**src/rtl/soc_system_hps_only_master_pkg.sv**
```systemverilog
// Shared definitions for the HPS-only master response path.
package soc_system_hps_only_master_pkg;

    localparam int BYTE_W = 8;

    typedef enum logic {
        RL0 = 1'b0,
        RL1 = 1'b1
    } ready_latency_e;

endpackage

```
**src/rtl/soc_system_hps_only_master_rsp_fifo.sv**
```systemverilog
// First-word fall-through FIFO holding response bytes; pointers wrap naturally.
module soc_system_hps_only_master_rsp_fifo
    import soc_system_hps_only_master_pkg::*;
#(
    parameter  int DATA_W = BYTE_W,
    parameter  int DEPTH  = 4,
    localparam int AW     = $clog2(DEPTH),
    localparam int CW     = $clog2(DEPTH + 1)
) (
    input  logic              clk,
    input  logic              reset,
    input  logic              i_push,
    input  logic [DATA_W-1:0] i_wr_data,
    input  logic              i_pop,
    output logic [CW-1:0]     o_count,
    output logic [DATA_W-1:0] o_rd_data
);

    logic [DATA_W-1:0] r_mem [DEPTH];
    logic [AW-1:0]     r_wr_ptr;
    logic [AW-1:0]     r_rd_ptr;
    logic [CW-1:0]     r_count;

    always_ff @(posedge clk) begin
        if (reset) begin
            r_wr_ptr <= '0;
            r_rd_ptr <= '0;
            r_count  <= '0;
        end else begin
            if (i_push) r_wr_ptr <= r_wr_ptr + 1'b1;
            if (i_pop)  r_rd_ptr <= r_rd_ptr + 1'b1;
            if (i_push && !i_pop)      r_count <= r_count + 1'b1;
            else if (i_pop && !i_push) r_count <= r_count - 1'b1;
        end
    end

    // Payload storage carries no reset; validity is tracked by r_count alone.
    always_ff @(posedge clk) begin
        if (i_push) r_mem[r_wr_ptr] <= i_wr_data;
    end

    assign o_count   = r_count;
    assign o_rd_data = r_mem[r_rd_ptr];

endmodule

```
**src/rtl/soc_system_hps_only_master_rsp_timing_adt.sv**
```systemverilog
// Avalon-ST timing adapter: upstream readyLatency 0/1 into a readyLatency-0 sink,
// buffering in-flight beats and flagging beats sent without permission.
module soc_system_hps_only_master_rsp_timing_adt
    import soc_system_hps_only_master_pkg::*;
#(
    parameter int DATA_W           = BYTE_W,
    parameter int DEPTH            = 4,
    parameter int IN_READY_LATENCY = 1
) (
    input  logic              clk,
    input  logic              reset,
    input  logic              in_valid,
    input  logic [DATA_W-1:0] in_data,
    output logic              in_ready,
    output logic              out_valid,
    output logic [DATA_W-1:0] out_data,
    input  logic              out_ready,
    output logic              overflow
);

    localparam int             CW = $clog2(DEPTH + 1);
    localparam ready_latency_e RL = (IN_READY_LATENCY == 1) ? RL1 : RL0;
    // With latency 1 one slot is held back for the beat already in flight.
    localparam logic [CW-1:0]  LIMIT_C = (RL == RL1) ? CW'(DEPTH - 2) : CW'(DEPTH - 1);

    logic [CW-1:0] w_count;
    logic          w_in_ready;
    logic          w_push;
    logic          w_pop;
    logic          w_drop;
    logic          r_in_ready_q;
    logic          r_overflow;

    assign w_in_ready = !reset && (w_count <= LIMIT_C);
    assign w_push     = in_valid && ((RL == RL1) ? r_in_ready_q : w_in_ready);
    assign w_drop     = (RL == RL1) && in_valid && !r_in_ready_q;
    assign w_pop      = out_valid && out_ready;

    always_ff @(posedge clk) begin
        if (reset) begin
            r_in_ready_q <= 1'b0;
            r_overflow   <= 1'b0;
        end else begin
            r_in_ready_q <= w_in_ready;
            if (w_drop) r_overflow <= 1'b1;
        end
    end

    soc_system_hps_only_master_rsp_fifo #(
        .DATA_W (DATA_W),
        .DEPTH  (DEPTH)
    ) u_fifo (
        .clk       (clk),
        .reset     (reset),
        .i_push    (w_push),
        .i_wr_data (in_data),
        .i_pop     (w_pop),
        .o_count   (w_count),
        .o_rd_data (out_data)
    );

    assign in_ready  = w_in_ready;
    assign out_valid = (w_count != '0);
    assign overflow  = r_overflow;

endmodule

```
**config.mk**
```make
export PLATFORM = sky130hd
export DESIGN_NAME = soc_system_hps_only_master_rsp_timing_adt
export DESIGN_NICKNAME = d
export VERILOG_FILES = /design/src/rtl/soc_system_hps_only_master_pkg.sv /design/src/rtl/soc_system_hps_only_master_rsp_fifo.sv /design/src/rtl/soc_system_hps_only_master_rsp_timing_adt.sv
export SDC_FILE = /design/constraint.sdc
export NUM_CORES = 1
export LEC_CHECK = 0
export ABC_CLOCK_PERIOD_IN_PS = 2900
export CORE_MARGIN = 2
export CORE_UTILIZATION = 45
export CTS_BUF_LIST = sky130_fd_sc_hd__clkbuf_16
export DETAILED_ROUTE_END_ITERATION = 8
export PLACE_DENSITY = 0.68
export SLEW_MARGIN = 15
export SYNTH_ARGS = -nofsm -noshare
export SYNTH_HDL_FRONTEND = slang
export SYNTH_HIERARCHICAL = 1
export SYNTH_SLANG_ARGS = --single-unit
```
**constraint.sdc**
```tcl
create_clock -name clk -period 2.9 [get_ports clk]
set_clock_uncertainty 0.05 [all_clocks]
set_input_delay 0.435 -clock clk [delete_from_list [all_inputs] [get_ports clk]]
set_output_delay 0.435 -clock clk [all_outputs]
set_load 0.05 [all_outputs]
```
==> summary.txt, run 1 <==
Floorplan
  – Ports: 23
  – Chip height: 64.9 um
  – Core ar.: 0.00361 mm2
  – Starting Density: 0.463
  – Die Width: 64.9 um
  – Full die area: 0.00422 mm2
  – # rows: 22

Critical path
  – Critical Path Start Type: flip-flop
  – Crit-path leading delay family: buffers and inverters
  – Max incr delay on CP: 0.71 ns
  – CP Class: flip-flop to output port
  – Critical Path RT: 2.41 ns
  – Slowest-stage cell, CP: clkdlybuf4s50_1
  – CP Max Fanout: 8
  – Critical Path AT: 2.02 ns
  – Critical path capture point type: output port
  – Bufs and invs on worst path: 2
  – Critical path, cell by cell: buf_4 -> mux4_2 -> clkdlybuf4s50_1

STA
  – Final Hold Viols: 0
  – Max Clk Rate: 399 MHz
  – # setup viols final: 0
  – Fin crit period: 2.51 ns
  – Pins Over Slew Limit: 0
  – Least-Margin Pin Slew: 0.499 ns
  – Setup TNS: 0 ns
  – Slew headroom: 0.666
  – Fin crit share: 0.865
  – Final setup margin: 0.393 ns
  – RSZ-0062 raised after global routing: false

Cells and area
  – Layout cells sized above 1: 0.148
  – Final nets: 139
  – Register area: 0.00118 mm2
  – Layout fillers: 293
  – # diodes: 0
  – Most frequent cells in the layout: edfxtp_1, clkdlybuf4s50_1, dfxtp_1
  – P&R area growth vs syn: 24.1%
  – Area of the multi-input gates: 450 um2
  – Commonest non-fill, non-tap cell in the layout: edfxtp_1

Routing
  – Final WL: 2.47 mm
  – Routed vias/inst: 5.05
  – Drt wl/cell: 14.6 um
  – DRC: 0
  – Post-DRT Antenna Nets: 0
  – Total iterations of the first detailed-routing run: 4
  – 1st-iter DRT viols: 33
  – Routed vias: 859

Global route
  – GRT Residual Overflow: 0
  – GR Util All Layers: 0.142
  – Initial antenna violation count: 0
  – First-pass GRT wire length: 4.20 mm
  – Largest net degree at the start of global routing: 14
  – Vias in the first global route: 892

Flow run
  – Maxcap violations: 0

Power and ir drop
  – PD cells: 990 mW/mm2
  – Psw: 688 uW
  – Lkg Pwr: 0.717 nW
  – Peak supply drop: 0.700 mV
  – Combinational group share of total power: 0.361
  – Clock Power Share: 0.250
  – Internal power: 1.37 mW
  – Sw Ratio: 0.335
  – Reg power frac: 0.389

Clocking
  – Postcts setup bufs: 0
  – Clock Path Buffers: 2
  – CTS tree: yes
  – Post-CTS resize count: 0
  – CTS Buf Count: 5
  – CTS sink count: 43
  – Hold buffers post-CTS: 0
  – H-tree depth: 2
  – Clk slew on worst S/H paths: 0.06 ns
  – Clock Tree Root: clkbuf_16
  – Clk Latency, worst-skew pair: 0.28 ns

Synth
  – Synth cell types: 22
  – Synthesized Nets: 112
  – Mapped Area: 0.00167 mm2
  – Synth Warn #: 6
  – Post-synthesis sequential area ratio: 0.707
  – Cell count after synthesis: 94
  – Flops & latches, synth: 43
  – Syn avg cell area: 17.8 um2

Placed design
  – Pre-CTS worst setup slack: 0.339 ns
  – Placer congestion estimate: 0.628
  – Post-detail-place hpwl: 1.69 mm
  – Port Buffers: 22

Min path
  – Tightest Hold Check Type: flip-flop to flip-flop

Run status
  – Outcome: complete, no violations
[power groups by stage]
stage	combinational (mW)	clock, mW	sequential (mW)
finish	0.741	0.513	0.799
global route	0.796	0.552	0.810
CTS	0.751	0.526	0.800
detailed placement	0.748	0	0.812
global placement	0.738	0	0.807
floorplan	0.567	0	0.798
[flip-flops by register name (all words and copies together), names as in the netlist, named ones only]
name             flops
u_fifo/r_rd_ptr      2
u_fifo/o_count       3
u_fifo/r_wr_ptr      2
overflow             1
u_fifo/r_mem        32
r_in_ready_q         1
[layer usage]
layer  track usage  wire length, um  vias to the layer above
met4        0.0718               41                        0
li1              -                -                      400
met1         0.162             1020                      427
met3        0.0486              118                        8
met5             0                0                        -
met2         0.237             1290                       24
[path summary, 6_finish.rpt]
check | slack, ns | startpoint | to | depth (start not counted)
max reg2reg | 0.58 | u_fifo/o_count[1]$_SDFFE_PP0P_ | u_fifo/o_count[2]$_SDFFE_PP0P_ | 9
min reg2reg | 0.42 | overflow$_SDFFE_PP0P_ | overflow$_SDFFE_PP0P_ | 2
min | 0.42 | overflow$_SDFFE_PP0P_ | overflow$_SDFFE_PP0P_ | 2
max | 0.39 | flip-flop | out_data[5] | 3
[synth_stat cells]
library cell	number	area, um2
a211oi_1	2	15.0
a21oi_1	2	10.0
and2_1	5	31.3
and2_4	1	8.76
buf_6	1	11.3
clkbuf_1	1	3.75
clkbuf_2	1	5.00
dfxtp_1	11	220
edfxtp_1	32	961
fa_1	1	20.0
ha_1	5	62.6
inv_1	5	18.8
mux2i_1	2	20.0
mux4_2	8	180
nand2_1	1	3.75
nand2b_1	1	6.26
nor2_1	7	26.3
o21ai_0	1	5.00
or3_1	1	6.26
or3_4	1	11.3
xnor2_1	2	17.5
xor2_1	3	26.3
[through the flow]
step	area, um2	total power, mW	utilization	hold WS (ns)	std cells
6_report	2070	2.05	0.575	0.416	170
5_1_grt	2070	2.16	0.575	0.458	170
4_1_cts	2070	2.08	0.575	0.423	170
3_5_place_dp	1940	1.56	0.537	0.414	162
3_3_place_gp	1940	1.55	0.537	0.386	162
2_1_floorplan	1670	1.36	-	0.399	94
[tightest hold or removal path, cell delays in order, from the launching register on]
cell and delay (ns):
dfxtp_1 0.31, inv_1 0.06, a21oi_1 0.05
[area by class of cell]
cell class	count	share of cell area
timing repair buffer	23	0.109
sequential	43	0.570
clock buffer	5	0.0603
inverter	5	0.00905
clock inverter	3	0.00603
multi-input combinational	43	0.217
tap	48	0.0290
[cell families (layout without fill, tap and decap cells)]
logic type	after synthesis	count (layout)	synth area share
fa+ha+maj	6	6	0.0494
xor+xnor	5	5	0.0262
compound gates	5	5	0.0180
mux	10	10	0.120
buf+inv	8	36	0.0232
flops	43	43	0.707
simple gates	17	17	0.0562
Power figures use the tool's default switching activity.
==> run 2: changes to the inputs <==
CORE_MARGIN = not set   (was 2)
==> run 2 against run 1 <==
First-iteration DRC count increased by 36%. Worst setup slack got worse by 0.0039 ns. Sequential power about the same. Global-route usage increased by 0.79 points. Largest cell class unchanged. Largest power group unchanged. Fmax decreased by 0.16%.
==> summary.txt, run 2 (synthesized netlist as in run 1, its figures left out) <==
Power and ir drop
  – Peak supply drop: 0.437 mV
  – Total power: 2.25 mW
  – Sw Ratio: 0.311
  – Lkg Pwr: 0.740 nW
  – Reg power frac: 0.355
  – Clock Power Share: 0.312
  – Combinational group share of total power: 0.333
  – Psw: 699 uW
  – PD cells: 1060 mW/mm2
  – Internal power: 1.55 mW

Min path
  – Worst Hold End: overflow$_SDFFE_PP0P_
  – HP Start: overflow$_SDFFE_PP0P_
  – Hold depth: 2
  – Tightest Hold Check Type: flip-flop to flip-flop

Critical path
  – CP Max Fanout: 8
  – Critical Path AT: 2.03 ns
  – Reg2Reg Launch Point: u_fifo/o_count[1]$_SDFFE_PP0P_
  – Critical path capture point type: output port
  – R2R setup slack: 0.55 ns
  – RR Endpoint: u_fifo/o_count[2]$_SDFFE_PP0P_
  – Critical Path RT: 2.41 ns
  – Reg2Reg Depth: 9
  – Critical Path Start Type: flip-flop
  – CP Class: flip-flop to output port

Cells and area
  – Layout fillers: 241
  – Commonest non-fill, non-tap cell in the layout: edfxtp_1
  – Design area: 0.00212 mm2
  – Register area: 0.00118 mm2
  – # diodes: 0
  – Most frequent cells in the layout: edfxtp_1, clkdlybuf4s50_1, dfxtp_1
  – Biggest register: u_fifo/r_mem
  – Final nets: 139
  – Final Non-Filler Cells: 168
  – Layout cells sized above 1: 0.156
  – P&R area growth vs syn: 27.0%
  – Area of the multi-input gates: 450 um2
  – Utilization after layout: 0.617
  – Number of flip-flops in the largest register: 32

Clocking
  – Clock Tree Root: clkbuf_16
  – H-tree depth: 2
  – Clk slew on worst S/H paths: 0.06 ns
  – Clock Path Buffers: 2
  – CTS sink count: 43
  – CTS tree: yes
  – CTS Buf Count: 5
  – Post-CTS resize count: 0
  – Clk Latency, worst-skew pair: 0.28 ns
  – Postcts setup bufs: 0
  – Hold buffers post-CTS: 0

STA
  – # setup viols final: 0
  – Max Clk Rate: 398 MHz
  – RSZ-0062 raised after global routing: false
  – Least-Margin Pin Slew: 0.494 ns
  – Final Hold Viols: 0
  – Final setup margin: 0.389 ns
  – Fin Hold WS: 0.397 ns
  – Setup TNS: 0 ns
  – Fin crit share: 0.866
  – Pins Over Slew Limit: 0
  – Slew headroom: 0.670
  – Fin crit period: 2.51 ns

Routing
  – Final WL: 2.47 mm
  – DRC: 0
  – Routed vias: 819
  – Post-DRT Antenna Nets: 0
  – 1st-iter DRT viols: 45
  – Routed vias/inst: 4.88
  – Drt wl/cell: 14.7 um
  – Total iterations of the first detailed-routing run: 4

Floorplan
  – Ports: 23
  – Core ar.: 0.00344 mm2
  – # rows: 21
  – Full die area: 0.00396 mm2
  – Die Width: 62.9 um
  – Chip height: 62.9 um
  – Starting Density: 0.485

Global route
  – GR Util All Layers: 0.150
  – First-pass GRT wire length: 4.24 mm
  – Initial antenna violation count: 0
  – GRT Residual Overflow: 0
  – Vias in the first global route: 931
  – Largest net degree at the start of global routing: 14

Placed design
  – Post-detail-place hpwl: 1.65 mm
  – Placer congestion estimate: 0.740
  – Port Buffers: 22
  – Area after DPL: 0.00193 mm2
  – Pre-CTS worst setup slack: 0.310 ns
  – Placed instance count: 160

Flow run
  – Maxcap violations: 0

Run status
  – Outcome: complete, no violations
==> run 2: cell count changes in the layout (fill, tap and decap cells not counted) <==
cell	change
clkinv_1	-1
clkinv_2	-1
bufinv_16	+2
==> run 2: how the worst max path moves through the flow <==
| stage | to | slack, ns | depth (start not counted) |
|---|---|---|---|
| 6_report | out_data[0] | 0.39 | 3 |
| 5_1_grt | out_data[7] | 0.30 | 3 |
| 4_1_cts | out_data[7] | 0.36 | 3 |
| 3_5_place_dp | u_fifo/o_count[2]$_SDFFE_PP0P_ | 0.31 | 8 |
| 3_3_place_gp | u_fifo/o_count[2]$_SDFFE_PP0P_ | 0.39 | 8 |
| 2_1_floorplan | u_fifo/o_count[2]$_SDFFE_PP0P_ | 0.58 | 9 |
==> run 2: final cells by class <==
cell class                 instances  share of cell area
clock buffer                       5              0.0590
clock inverter                     3              0.0301
multi-input combinational         43               0.212
inverter                           5             0.00884
sequential                        43               0.557
timing repair buffer              23               0.106
tap                               46              0.0271
==> run 2: power by group through the flow <==
| stage | Combinational [mW] | Clock, mW | Sequential (mW) |
|---|---|---|---|
| global placement | 0.744 | 0 | 0.804 |
| global route | 0.801 | 0.737 | 0.808 |
| detailed placement | 0.754 | 0 | 0.808 |
| finish | 0.749 | 0.701 | 0.797 |
| CTS | 0.756 | 0.709 | 0.797 |
| floorplan | 0.567 | 0 | 0.798 |
==> run 2: metal layers <==
metal	global-route usage	vias up	share of wire
met4	0.0698	0	0.015
met1	0.168	399	0.41
met3	0.0620	5	0.044
li1	-	399	-
met5	0	-	0
met2	0.247	16	0.53
==> run 2: critical path, stage by stage, from the launching register on <==
cell	delay, ns
dfxtp_1	0.31
buf_4	0.20
mux4_2	0.53
clkdlybuf4s50_1	0.71
==> run 3: changes to the inputs <==
CAP_MARGIN = 25   (was not set)
==> results of run 3 <==
The final DEF is identical to that of run 2; final timing and power are the same.
==> RTL edit 1, RTL diff (flow settings as in run 1) <==
Make the reset (`reset`) asynchronous in 2 clocked blocks.
--- a/src/rtl/soc_system_hps_only_master_rsp_fifo.sv
+++ b/src/rtl/soc_system_hps_only_master_rsp_fifo.sv
@@ -21,7 +21,7 @@
     logic [AW-1:0]     r_rd_ptr;
     logic [CW-1:0]     r_count;
 
-    always_ff @(posedge clk) begin
+    always_ff @(posedge clk or posedge reset) begin
         if (reset) begin
             r_wr_ptr <= '0;
             r_rd_ptr <= '0;
--- a/src/rtl/soc_system_hps_only_master_rsp_timing_adt.sv
+++ b/src/rtl/soc_system_hps_only_master_rsp_timing_adt.sv
@@ -36,7 +36,7 @@
     assign w_drop     = (RL == RL1) && in_valid && !r_in_ready_q;
     assign w_pop      = out_valid && out_ready;
 
-    always_ff @(posedge clk) begin
+    always_ff @(posedge clk or posedge reset) begin
         if (reset) begin
             r_in_ready_q <= 1'b0;
             r_overflow   <= 1'b0;
Behaviour: differs if reset is asserted again (counterexample within 4 cycles, from zero or initial values and one cycle with reset high); with reset held inactive, the same outputs for 10 cycles.
==> RTL edit 1 against run 1 <==
Synthesized area is 1.9% lower. Die area is 1.8% lower. Register-to-register slack better by 0.13 ns. Count of clock-buffer cells in the layout stayed put. Worst setup slack worse by 0.11 ns. Cell area is 1.4% lower. Sequential cell count is 2 lower. Power is 1.7% higher. Global-route usage is 0.47 points lower. Critical path depth stayed put. Routed wire length is 2.3% lower. Via count is 8.0% lower. Largest cell class unchanged.
==> RTL edit 1: results (changes against run 1) <==
* run status: finished, final reports clean
* detailed-route wire length: 2418 µm, -2.3%
* violation count after the first detailed-routing iteration: 40, +21%
* unique cell type count in the Yosys netlist: 19, -14%
* arrival time at the worst endpoint: 2.13 ns, +0.11 ns
* Async SR Flop Fraction: 21.95%, +22 points
* via count of the first global-routing pass: 854, -4.3%
* detailed-route wire length on metal 1: 1087 µm, +6.5%
* estimated wirelength of the detail-placed design: 1683 µm, -0.55%
* met3 wire len: 81 µm, -31%
* met2 wirelength from detailed routing: 1220 µm, -5.6%
* Reg2Reg Launch Point: u_fifo/o_count[1]
* cell count after placement: 151, -6.8%
* ratio of cells with drive above 1 in the final layout: 15.04%, +0.29 points
* switching pwr: 721.8 µW, +5.0%
* synthesized netlist net count: 102, -8.9%
* type of the most critical hold path: in2async
* flop2flop setup slack: 0.71 ns, +0.13 ns
* first-pass GRT wire length: 4077 µm, -3.0%
* maximum number of pins on one net before global-route repair: 13, -1
* Final Hold Slack: 0.3117 ns, -0.1042 ns
* total global routing track utilization: 13.76%, -0.47 points
* top cells by instance count after synthesis: 32 x sky130_fd_sc_hd__edfxtp_1, 9 x sky130_fd_sc_hd__dfrtp_1, 8 x sky130_fd_sc_hd__mux4_2
* endpoint of the worst register-to-register path: u_fifo/o_count[2]
* total of fill cells in the finished design: 262, -11%
* cell count after synthesis: 84, -11%
* weighted congestion reported at the end of routability-driven placement: 0.7293, +16%
* post-synthesis sequential area ratio: 72.42%, +1.7 points
* headroom to the max-slew limit: 66.07%, -0.55 points
-- RTL edit 1: cells by family after synthesis --
logic type	count (synthesis)	share of synthesized area (%)
DFF	41	72.42
adders and majority gates	6	5.042
and+or+nand+nor	10	3.820
xor gates and xnor gates	6	3.209
AOI/OAI and AO/OA	3	1.222
buffers and inverters	9	2.597
muxes	9	11.69
-- RTL edit 1: worst max path at each step --
stage / start / endpoint / slack (ns) / depth (start not counted)
final: u_fifo/r_rd_ptr[0] / out_data[3] / 0.29 / 3
after global routing: u_fifo/r_rd_ptr[0] / out_data[5] / 0.20 / 3
after CTS: u_fifo/r_rd_ptr[0] / out_data[3] / 0.26 / 3
after detailed placement: reset / in_ready / 0.43 / 3
after global placement: reset / in_ready / 0.46 / 3
after floorplan: u_fifo/o_count[1] / u_fifo/o_count[2] / 0.69 / 9
-- RTL edit 1: layout make-up --
class | instances | area share, %
sequential | 41 | 58.05
clock inverter | 3 | 0.5511
tap | 46 | 2.817
inverter | 7 | 1.286
clock buffer | 5 | 6.124
timing repair buffer | 23 | 11.15
multi-input combinational | 34 | 20.02
-- RTL edit 1: per-stage QoR --
step | instance area, µm² | util, % | worst slack, ns | power, mW
2_1_floorplan | 1638 | - | 0.6883 | 1.390
3_3_place_gp | 1907 | 55.82 | 0.4617 | 1.588
3_5_place_dp | 1907 | 55.82 | 0.4324 | 1.615
4_1_cts | 2043 | 59.82 | 0.2585 | 2.114
5_1_grt | 2043 | 59.82 | 0.2004 | 2.190
6_report | 2043 | 59.82 | 0.2857 | 2.088
-- RTL edit 1: routing by layer --
layer / vias up / GRT usage, %
li1: 366 / -
met4: 0 / 6.383
met2: 14 / 21.22
met1: 406 / 18.25
met5: - / 0
met3: 4 / 3.697
-- RTL edit 1: power by group through the flow --
| stage | Combinational, mW | Sequential (mW) | Clock, mW |
|---|---|---|---|
| final | 0.780 | 0.813 | 0.495 |
| after global routing | 0.826 | 0.829 | 0.535 |
| after CTS | 0.791 | 0.814 | 0.508 |
| after detailed placement | 0.791 | 0.825 | 0 |
| after global placement | 0.772 | 0.817 | 0 |
| after floorplan | 0.610 | 0.779 | 0 |
==> RTL edit 2, RTL diff (settings of run 1) <==
Made on the original files. `DEPTH` is set to 4 in 2 places; all go to 8.
--- a/src/rtl/soc_system_hps_only_master_rsp_fifo.sv
+++ b/src/rtl/soc_system_hps_only_master_rsp_fifo.sv
@@ -3,7 +3,7 @@
     import soc_system_hps_only_master_pkg::*;
 #(
     parameter  int DATA_W = BYTE_W,
-    parameter  int DEPTH  = 4,
+    parameter  int DEPTH  = 8,
     localparam int AW     = $clog2(DEPTH),
     localparam int CW     = $clog2(DEPTH + 1)
 ) (
--- a/src/rtl/soc_system_hps_only_master_rsp_timing_adt.sv
+++ b/src/rtl/soc_system_hps_only_master_rsp_timing_adt.sv
@@ -4,7 +4,7 @@
     import soc_system_hps_only_master_pkg::*;
 #(
     parameter int DATA_W           = BYTE_W,
-    parameter int DEPTH            = 4,
+    parameter int DEPTH            = 8,
     parameter int IN_READY_LATENCY = 1
 ) (
     input  logic              clk,
Formal check against the unedited RTL: not equivalent (a bounded check fails within 10 cycles, from zero or initial values and one cycle with reset high).
==> RTL edit 2 against run 1 <==
Cell area increased by 86%. Worst hold slack improved by 0.0040 ns. Synthesized area increased by 90%. Routed wire length increased by 120%. Global-route usage increased by 1.9 points. Sequential cell count increased by 36. Non-clock buffer count increased by 14. Count of clock-buffer cells in the layout increased by 4. Fmax decreased by 9.5%. Power increased by 61%. Worst setup slack got worse by 0.26 ns.
==> RTL edit 2: results (changes against run 1) <==
* placed cell area: 3565 µm², +84%
* total number of vias: 1613, +88%
* synthesized netlist net count: 188, +68%
* arrival time at the worst endpoint: 2.93 ns, +0.91 ns
* number of flip-flops under the largest register name: 64, +100%
* largest incremental delay on the critical path: 0.55 ns, -0.16 ns
* total global routing track utilization: 16.10%, +1.9 points
* clock latency reported for the late side of the worst-skew pair: 0.32 ns, +0.04 ns
* Inserted Clock Buffers: 9, +4
* Critical Path Fanout Max: 6, -2
* post-synthesis sequential area ratio: 70.03%, -0.68 points
* detailed-route wire length: 5515 µm, +120%
* unique cell type count in the Yosys netlist: 29, +32%
* estimated wirelength of the detail-placed design: 3689 µm, +120%
* weighted congestion reported at the end of routability-driven placement: 0.8268, +32%
* run status: finished, final reports clean
* highest-delay cell along the critical path: sky130_fd_sc_hd__or4_4
* Static Leakage: 1.354 nW, +89%
* worst slack at placement: 0.1427 ns, -0.1962 ns
* top cells by instance count after synthesis: 64 x sky130_fd_sc_hd__edfxtp_1, 19 x sky130_fd_sc_hd__nor2_1, 15 x sky130_fd_sc_hd__dfxtp_1, 15 x sky130_fd_sc_hd__mux4_1, 9 x sky130_fd_sc_hd__mux2_2
* worst voltage drop across the vdd grid: 0.4344 mV, -38%
* via count of the first global-routing pass: 1669, +87%
* top cells by area in the synthesized netlist: sky130_fd_sc_hd__edfxtp_1 61%, sky130_fd_sc_hd__mux4_1 12%, sky130_fd_sc_hd__dfxtp_1 9.5%, sky130_fd_sc_hd__mux2_2 3.2%, sky130_fd_sc_hd__nor2_1 2.2%
* Post-Synthesis Mean Instance Area: 18.66 µm², +5.0%
* maximum number of pins on one net before global-route repair: 17, +3
* ratio of cells with drive above 1 in the final layout: 22.22%, +7.5 points
* cell count after placement: 296, +83%
* pin slew with the least headroom to its limit: 0.7323 ns, +0.2332 ns
[RTL edit 2: cell types whose count changed in the layout (fill, tap and decap cells not counted), sizes merged, moves of 8 or more]
cell / before / now
mux4: 8 / 16
clkdlybuf4s50: 21 / 13
nor2: 7 / 19
buf: 2 / 24
edfxtp: 32 / 64
mux2: 0 / 9
[RTL edit 2: per-layer routing]
layer	part of all wire [%]	GRT usage [%]
met1	44	19.49
met2	52	27.27
met3	2.8	4.901
met4	1.6	6.014
met5	0	0
[RTL edit 2: final cells by class]
type	count	area, µm²
inverter	3	11.26
multi-input combinational	81	888.4
fill	544	2945
clock inverter	7	58.81
sequential	79	2222
timing repair buffer	37	322.8
clock buffer	9	225.2
tap	96	120.1
[RTL edit 2: final timing paths]
| path | from | endpoint | slack [ns] | depth (start not counted) |
|---|---|---|---|---|
| hold / removal | overflow | overflow | 0.42 | 2 |
| setup / recovery | u_fifo/o_count[1] | u_fifo/o_count[3] | 0.13 | 10 |
| setup reg to reg | u_fifo/o_count[1] | u_fifo/o_count[3] | 0.13 | 10 |
| hold reg to reg | overflow | overflow | 0.42 | 2 |
[RTL edit 2: power groups by stage]
stage	clock [mW]	sequential, mW	combinational [mW]
floorplan	0	1.36	0.723
global placement	0	1.38	0.874
detailed placement	0	1.39	0.907
CTS	1.07	1.36	0.911
global route	1.12	1.37	0.966
finish	1.04	1.36	0.901
[RTL edit 2: cell families (layout without fill, tap and decap cells)]
family / Yosys count / after routing / synth area share, %
xor gates and xnor gates: 6 / 6 / 1.656
and+or+nand+nor: 34 / 34 / 5.008
buffers and inverters: 10 / 56 / 1.971
DFF: 79 / 79 / 70.03
muxes: 28 / 28 / 17.27
adders and majority gates: 6 / 6 / 2.603
AOI/OAI and AO/OA: 7 / 7 / 1.459
